**src/rtl/uart_transmitter.sv**
```systemverilog
// UART transmit half: one byte per valid/ready handshake, sent as an 8N1 frame.
// Datapath registers (shift, clock count, bit count, line) are advanced by a two-process FSM.
module uart_transmitter #(
  parameter int CLOCK_COUNTER_WIDTH = 10,
  parameter int CLOCKS_PER_BIT      = 434,
  parameter int DATA_WIDTH          = 8,
  parameter int BIT_COUNTER_WIDTH   = 3
) (
  input  logic                  i_clock,
  input  logic                  i_resetL,
  input  logic                  i_tx_valid,
  input  logic [DATA_WIDTH-1:0] i_tx_data,
  output logic                  o_tx_ready,
  output logic                  o_tx_busy,
  output logic                  o_tx_done,
  output logic                  o_tx_serial
);

  typedef enum logic [1:0] {
    IDLE,
    START,
    DATA,
    STOP
  } state_t;

  localparam logic [CLOCK_COUNTER_WIDTH-1:0] CNT_LAST =
    CLOCK_COUNTER_WIDTH'(CLOCKS_PER_BIT - 1);
  localparam logic [BIT_COUNTER_WIDTH-1:0] BIT_LAST =
    BIT_COUNTER_WIDTH'(DATA_WIDTH - 1);

  state_t                         state, state_n;
  logic [CLOCK_COUNTER_WIDTH-1:0] clk_cnt, clk_cnt_n;
  logic [BIT_COUNTER_WIDTH-1:0]   bit_cnt, bit_cnt_n;
  logic [DATA_WIDTH-1:0]          shift, shift_n;
  logic                           serial_q, serial_n;
  logic                           done_q, done_n;
  logic                           bit_end;

  assign bit_end = (clk_cnt == CNT_LAST);

  // Next-state and datapath decode; the line level is decided here and then registered.
  always_comb begin
    state_n   = state;
    clk_cnt_n = (state == IDLE || bit_end) ? '0 : clk_cnt + 1'b1;
    bit_cnt_n = bit_cnt;
    shift_n   = shift;
    serial_n  = serial_q;
    done_n    = 1'b0;
    unique case (state)
      IDLE: begin
        serial_n = 1'b1;
        if (i_tx_valid) begin
          shift_n  = i_tx_data;
          state_n  = START;
          serial_n = 1'b0;
        end
      end
      START: begin
        if (bit_end) begin
          state_n   = DATA;
          bit_cnt_n = '0;
          serial_n  = shift[0];
        end
      end
      DATA: begin
        if (bit_end) begin
          shift_n = shift >> 1;
          if (bit_cnt == BIT_LAST) begin
            state_n  = STOP;
            serial_n = 1'b1;
          end else begin
            bit_cnt_n = bit_cnt + 1'b1;
            serial_n  = shift_n[0];
          end
        end
      end
      STOP: begin
        serial_n = 1'b1;
        if (bit_end) begin
          state_n = IDLE;
          done_n  = 1'b1;
        end
      end
      default: begin
        state_n  = IDLE;
        serial_n = 1'b1;
      end
    endcase
  end

  // State and datapath registers; reset abandons any frame and idles the line high.
  always_ff @(posedge i_clock or negedge i_resetL) begin
    if (!i_resetL) begin
      state    <= IDLE;
      clk_cnt  <= '0;
      bit_cnt  <= '0;
      shift    <= '0;
      serial_q <= 1'b1;
      done_q   <= 1'b0;
    end else begin
      state    <= state_n;
      clk_cnt  <= clk_cnt_n;
      bit_cnt  <= bit_cnt_n;
      shift    <= shift_n;
      serial_q <= serial_n;
      done_q   <= done_n;
    end
  end

  assign o_tx_ready  = (state == IDLE);
  assign o_tx_busy   = ~o_tx_ready;
  assign o_tx_done   = done_q;
  assign o_tx_serial = serial_q;

endmodule
```
**config.mk**
```make
export PLATFORM = sky130hd
export DESIGN_NAME = uart_transmitter
export DESIGN_NICKNAME = d
export VERILOG_FILES = /design/src/rtl/uart_transmitter.sv
export SDC_FILE = /design/constraint.sdc
export NUM_CORES = 1
export LEC_CHECK = 0
export ABC_AREA = 1
export CAP_MARGIN = 20
export CORE_ASPECT_RATIO = 0.8
export CORE_MARGIN = 10
export CORE_UTILIZATION = 56
export CTS_BUF_LIST = sky130_fd_sc_hd__clkbuf_8
export CTS_CLUSTER_DIAMETER = 50
export CTS_CLUSTER_SIZE = 30
export DETAILED_ROUTE_END_ITERATION = 7
export PLACE_DENSITY = 0.8
export SLEW_MARGIN = 30
export SYNTH_ARGS = -nofsm -noshare
export SYNTH_HDL_FRONTEND = slang
export SYNTH_SLANG_ARGS = --single-unit
```
**constraint.sdc**
```tcl
create_clock -name i_clock -period 1.7 [get_ports i_clock]
set_input_delay 0.255 -clock i_clock [delete_from_list [all_inputs] [get_ports i_clock]]
set_output_delay 0.255 -clock i_clock [all_outputs]
set_load 0.1 [all_outputs]
```
==> metrics.txt <==
# TYPE chip_impl_metric gauge
chip_impl_info{name="status",value="finished clean"} 1
chip_impl_metric{name="route.met2.wl",unit="um"} 1260
chip_impl_info{name="area_leader_netlist",value="sky130_fd_sc_hd__dfrtp_1"} 1
chip_impl_metric{name="synth_top_area_share",unit=""} 0.438
chip_impl_metric{name="detailedRoute.firstIterationViolations",unit=""} 79
chip_impl_info{name="post-synth-top-count-cell",value="sky130_fd_sc_hd__nand2_1"} 1
chip_impl_metric{name="full_die_area",unit="um^2"} 4840
chip_impl_info{name="cpMaxStageDelayCell",value="sky130_fd_sc_hd__dfrtp_1"} 1
chip_impl_metric{name="synth_async_sr_flop_share",unit=""} 1.00
chip_impl_info{name="worst-setup-path-type",value="flop to flop"} 1
chip_impl_metric{name="layout_worst_path_cycle_share",unit=""} 0.951
chip_impl_metric{name="fin_nets",unit=""} 213
chip_impl_metric{name="num_rows",unit=""} 15
chip_impl_metric{name="max_slew_margin",unit=""} 0.785
chip_impl_metric{name="core_region_area",unit="um^2"} 2250
chip_impl_metric{name="quantity_of_hold_fixing_buffers_added_after_cts",unit=""} 0
chip_impl_metric{name="timing.reg2reg.setup_slack",unit="ps"} 80
chip_impl_metric{name="drc",unit=""} 0
chip_impl_metric{name="synth_seq_cells",unit=""} 25
chip_impl_metric{name="power.share.sequential",unit=""} 0.317
chip_impl_metric{name="power.density",unit="nW/um^2"} 1700
chip_impl_metric{name="power_switching_share",unit=""} 0.467
chip_impl_metric{name="drive_above_1_share",unit=""} 0.166
chip_impl_metric{name="power_switching",unit="mW"} 1.35
chip_impl_metric{name="detail-route-antenna-nets",unit=""} 0
chip_impl_metric{name="power.share.clock",unit=""} 0.117
chip_impl_metric{name="timing.fmax",unit="MHz"} 618
chip_impl_metric{name="timing.critical_path.slowest_cell_delay",unit="ps"} 420
chip_impl_metric{name="diodes",unit=""} 0
chip_impl_metric{name="cts_inserted_buffers",unit=""} 3
chip_impl_metric{name="number_of_buffers_between_clock_root_and_the_deepest_sink",unit=""} 2
chip_impl_metric{name="cts.htree.levels",unit=""} 1
chip_impl_info{name="timing.critical_path.cells",value="inv_2, ha_1, or2_2, a21oi_1, nand2_1, nand2_1, nand2_1"} 1
chip_impl_info{name="cts_root_buf",value="sky130_fd_sc_hd__clkbuf_8"} 1
chip_impl_metric{name="comb_power_share",unit=""} 0.565
chip_impl_metric{name="grt_overflow_total",unit=""} 0
chip_impl_metric{name="power.ir.vdd_worst",unit="uV"} 1040
chip_impl_metric{name="worst-path-max-fanout",unit=""} 4
chip_impl_metric{name="synth.cell_area",unit="um^2"} 1370
chip_impl_metric{name="cts.reportedPaths.clkPinSlew",unit="ps"} 90
chip_impl_metric{name="hpwlAfterDp",unit="um"} 1990
chip_impl_metric{name="seq_area_frac_synth",unit=""} 0.457
chip_impl_metric{name="leakage",unit="nW"} 0.840
chip_impl_info{name="worst_setup_path_start_kind",value="flop"} 1
chip_impl_metric{name="critPathArrivalTime",unit="ps"} 1780
chip_impl_metric{name="skew",unit="ps"} 8.26
chip_impl_metric{name="syn_nets",unit=""} 189
chip_impl_metric{name="firstDrtPassIters",unit=""} 4
chip_impl_metric{name="avgViaCountPerCell",unit=""} 5.29
chip_impl_metric{name="pin_count",unit=""} 15
chip_impl_metric{name="synthesis.instances",unit=""} 170
chip_impl_metric{name="avgSynthCellArea",unit="um^2"} 8.07
chip_impl_metric{name="cts_num_sinks",unit=""} 25
chip_impl_metric{name="wire_length_of_the_first_global_routing_pass",unit="um"} 4690
chip_impl_info{name="post_synth_most_frequent_cells",value="sky130_fd_sc_hd__nand2_1 (60), sky130_fd_sc_hd__dfrtp_1 (24), sky130_fd_sc_hd__nand3_1 (17), sky130_fd_sc_hd__nor2_1 (14), sky130_fd_sc_hd__inv_1 (12)"} 1
chip_impl_metric{name="place.port_buffers",unit=""} 14
chip_impl_metric{name="drt_wl_total",unit="um"} 2750
chip_impl_info{name="worst_path_most_repeated_cell",value="sky130_fd_sc_hd__nand2_1"} 1
chip_impl_metric{name="die_h",unit="um"} 64.3
chip_impl_info{name="rsz_0062_raised_after_global_routing",value="true"} 1
chip_impl_metric{name="worst_slew_pin_slew",unit="ps"} 323
chip_impl_metric{name="wl_met1",unit="um"} 1280
chip_impl_metric{name="via_count_of_the_first_global_routing_pass",unit=""} 1072
chip_impl_metric{name="vias",unit=""} 1154
chip_impl_metric{name="grt_use_total",unit=""} 0.118
chip_impl_metric{name="synthesis.yosys.warnings",unit=""} 0
chip_impl_info{name="route.top_layer_used",value="met4"} 1
chip_impl_metric{name="syn2layout_area_growth",unit="%"} 24.0
chip_impl_metric{name="routedWlPerCell",unit="um"} 12.6
chip_impl_metric{name="die_width",unit="um"} 75.3
chip_impl_info{name="timing.critical_path.to_type",value="flop"} 1
chip_impl_metric{name="worstSkewPairLatency",unit="ps"} 270
chip_impl_metric{name="ys_types",unit=""} 26
chip_impl_info{name="synthTopCellsByArea",value="sky130_fd_sc_hd__dfrtp_1 (44%), sky130_fd_sc_hd__nand2_1 (16%), sky130_fd_sc_hd__ha_1 (7.3%), sky130_fd_sc_hd__nand3_1 (6.2%), sky130_fd_sc_hd__nor2_1 (3.8%)"} 1
chip_impl_metric{name="grt_start_max_net_pins",unit=""} 26
chip_impl_metric{name="max-cap-violations",unit=""} 0
chip_impl_info{name="cts_tree",value="yes"} 1
chip_impl_metric{name="stdcell_count",unit=""} 218
chip_impl_metric{name="place.detailed.instances",unit=""} 210
chip_impl_metric{name="finish.utilization",unit=""} 0.755
chip_impl_metric{name="hold_violations",unit=""} 0
chip_impl_metric{name="filler_cell_count",unit=""} 167
chip_impl_metric{name="required_time_of_the_critical_path",unit="ps"} 1860
chip_impl_metric{name="routabilityCongestion",unit=""} 0.838
chip_impl_info{name="min-delay-path-class",value="input pin to async pin"} 1
chip_impl_metric{name="internal_power",unit="mW"} 1.54
chip_impl_metric{name="finalMaxSlewViolations",unit=""} 0
chip_impl_metric{name="number_of_antenna_violations_at_the_first_check_in_global_routing",unit=""} 0
chip_impl_metric{name="setup_viol",unit=""} 0
chip_impl_metric{name="final_critical_path_required_period",unit="ps"} 1620
chip_impl_info{name="dominantRegCellSynth",value="sky130_fd_sc_hd__dfrtp_1"} 1
chip_impl_metric{name="initial_core_util",unit=""} 0.609
chip_impl_metric{name="wl_met3",unit="um"} 197
chip_impl_metric{name="post_synth_edffs",unit=""} 0
==> logic make-up (layout without fill, tap and decap cells) <==
logic type,Yosys count,in the layout,share of synthesized area
buffers and inverters,16,39,0.0447
xor gates and xnor gates,3,3,0.0192
AOI/OAI and AO/OA,12,12,0.0557
DFF,25,25,0.457
and+or+nand+nor,106,106,0.350
adders and majority gates,8,8,0.0730
==> path summary, 6_finish.rpt <==
kind | start | endpoint | cells after the start
worst max-delay path | state[1]$_DFFE_PN0P_ | state[0]$_DFFE_PN0P_ | 7
worst min-delay path | i_resetL | state[0]$_DFFE_PN0P_ | 2
worst max register to register | state[1]$_DFFE_PN0P_ | state[0]$_DFFE_PN0P_ | 7
worst min register to register | shift[4]$_DFFE_PN0P_ | shift[4]$_DFFE_PN0P_ | 2
max in group asynchronous | i_resetL | o_tx_serial$_DFFE_PN1P_ | 2
min in group i_clock | shift[4]$_DFFE_PN0P_ | shift[4]$_DFFE_PN0P_ | 2
==> placed cells by master (no fill, tap or decap), types with 4 or more instances in the layout <==
cell                              count
sky130_fd_sc_hd__buf_4                5
sky130_fd_sc_hd__dfrtp_1             24
sky130_fd_sc_hd__a21oi_1              7
sky130_fd_sc_hd__buf_12               4
sky130_fd_sc_hd__ha_1                 7
sky130_fd_sc_hd__nand3_1             17
sky130_fd_sc_hd__inv_2                4
sky130_fd_sc_hd__nand2_1             60
sky130_fd_sc_hd__nor2_1              13
sky130_fd_sc_hd__inv_1               10
sky130_fd_sc_hd__nor3b_1              4
sky130_fd_sc_hd__clkdlybuf4s50_1     10
==> power by group through the flow <==
stage | clock network (mW) | logic (mW) | registers, mW
after global routing | 0.376 | 1.80 | 0.941
after CTS | 0.353 | 1.58 | 0.914
after floorplan | 0 | 1.09 | 0.983
after global placement | 0 | 1.54 | 0.918
final | 0.338 | 1.63 | 0.917
after detailed placement | 0 | 1.57 | 0.924
==> timing repair <==
| item | 4_1_cts | 5_1_grt |
|---|---|---|
| setup buffers | 0 | 4 |
| setup endpoints to repair | 0 | 9 |
| gates resized for setup | 0 | 1 |
| hold endpoints to repair | 0 | 0 |
==> sequential cells by signal, indices dropped and copies added (netlist names) <==
register / flops
bit_cnt: 3
clk_cnt: 10
o_tx_done: 1
o_tx_serial: 1
shift: 8
state: 2
==> per-layer routing <==
metal,up-vias,track usage
li1,583,-
met4,0,0.0139
met1,541,0.151
met2,28,0.193
met3,2,0.0386
met5,-,0
==> stage by stage <==
step           area (um^2)  setup slack [ps]  total power, mW  setup TNS (ps)  hold WS (ps)
2_1_floorplan         1400              -351             2.07           -5950         -40.6
3_3_place_gp          1620               147             2.46               0           459
3_5_place_dp          1620              89.3             2.49               0           462
4_1_cts               1670              71.9             2.85               0           355
5_1_grt               1700             -9.36             3.11           -17.3           378
6_report              1700              82.6             2.89               0           350
==> layout make-up <==
cell class / instances / area [um^2] / share of cell area
clock buffers: 3 / 41.3 / 0.0243
flip-flops and latches: 25 / 627 / 0.369
multi-input cells: 129 / 703 / 0.414
repair buffers: 20 / 229 / 0.135
clock inverters: 1 / 3.75 / 0.00221
well taps: 25 / 31.3 / 0.0184
inverters: 15 / 65.1 / 0.0383
==> worst max-delay path, delay by kind of cell (launching register included) <==
| family | cells | cell delay [ps] |
|---|---|---|
| AND/OR/NAND/NOR | 4 | 550 |
| buffers and inverters | 1 | 70 |
| AO/OA/AOI/OAI | 1 | 260 |
| flip-flops | 1 | 420 |
| adder cells (fa/ha/maj) | 1 | 220 |
Power figures use the tool's default switching activity.
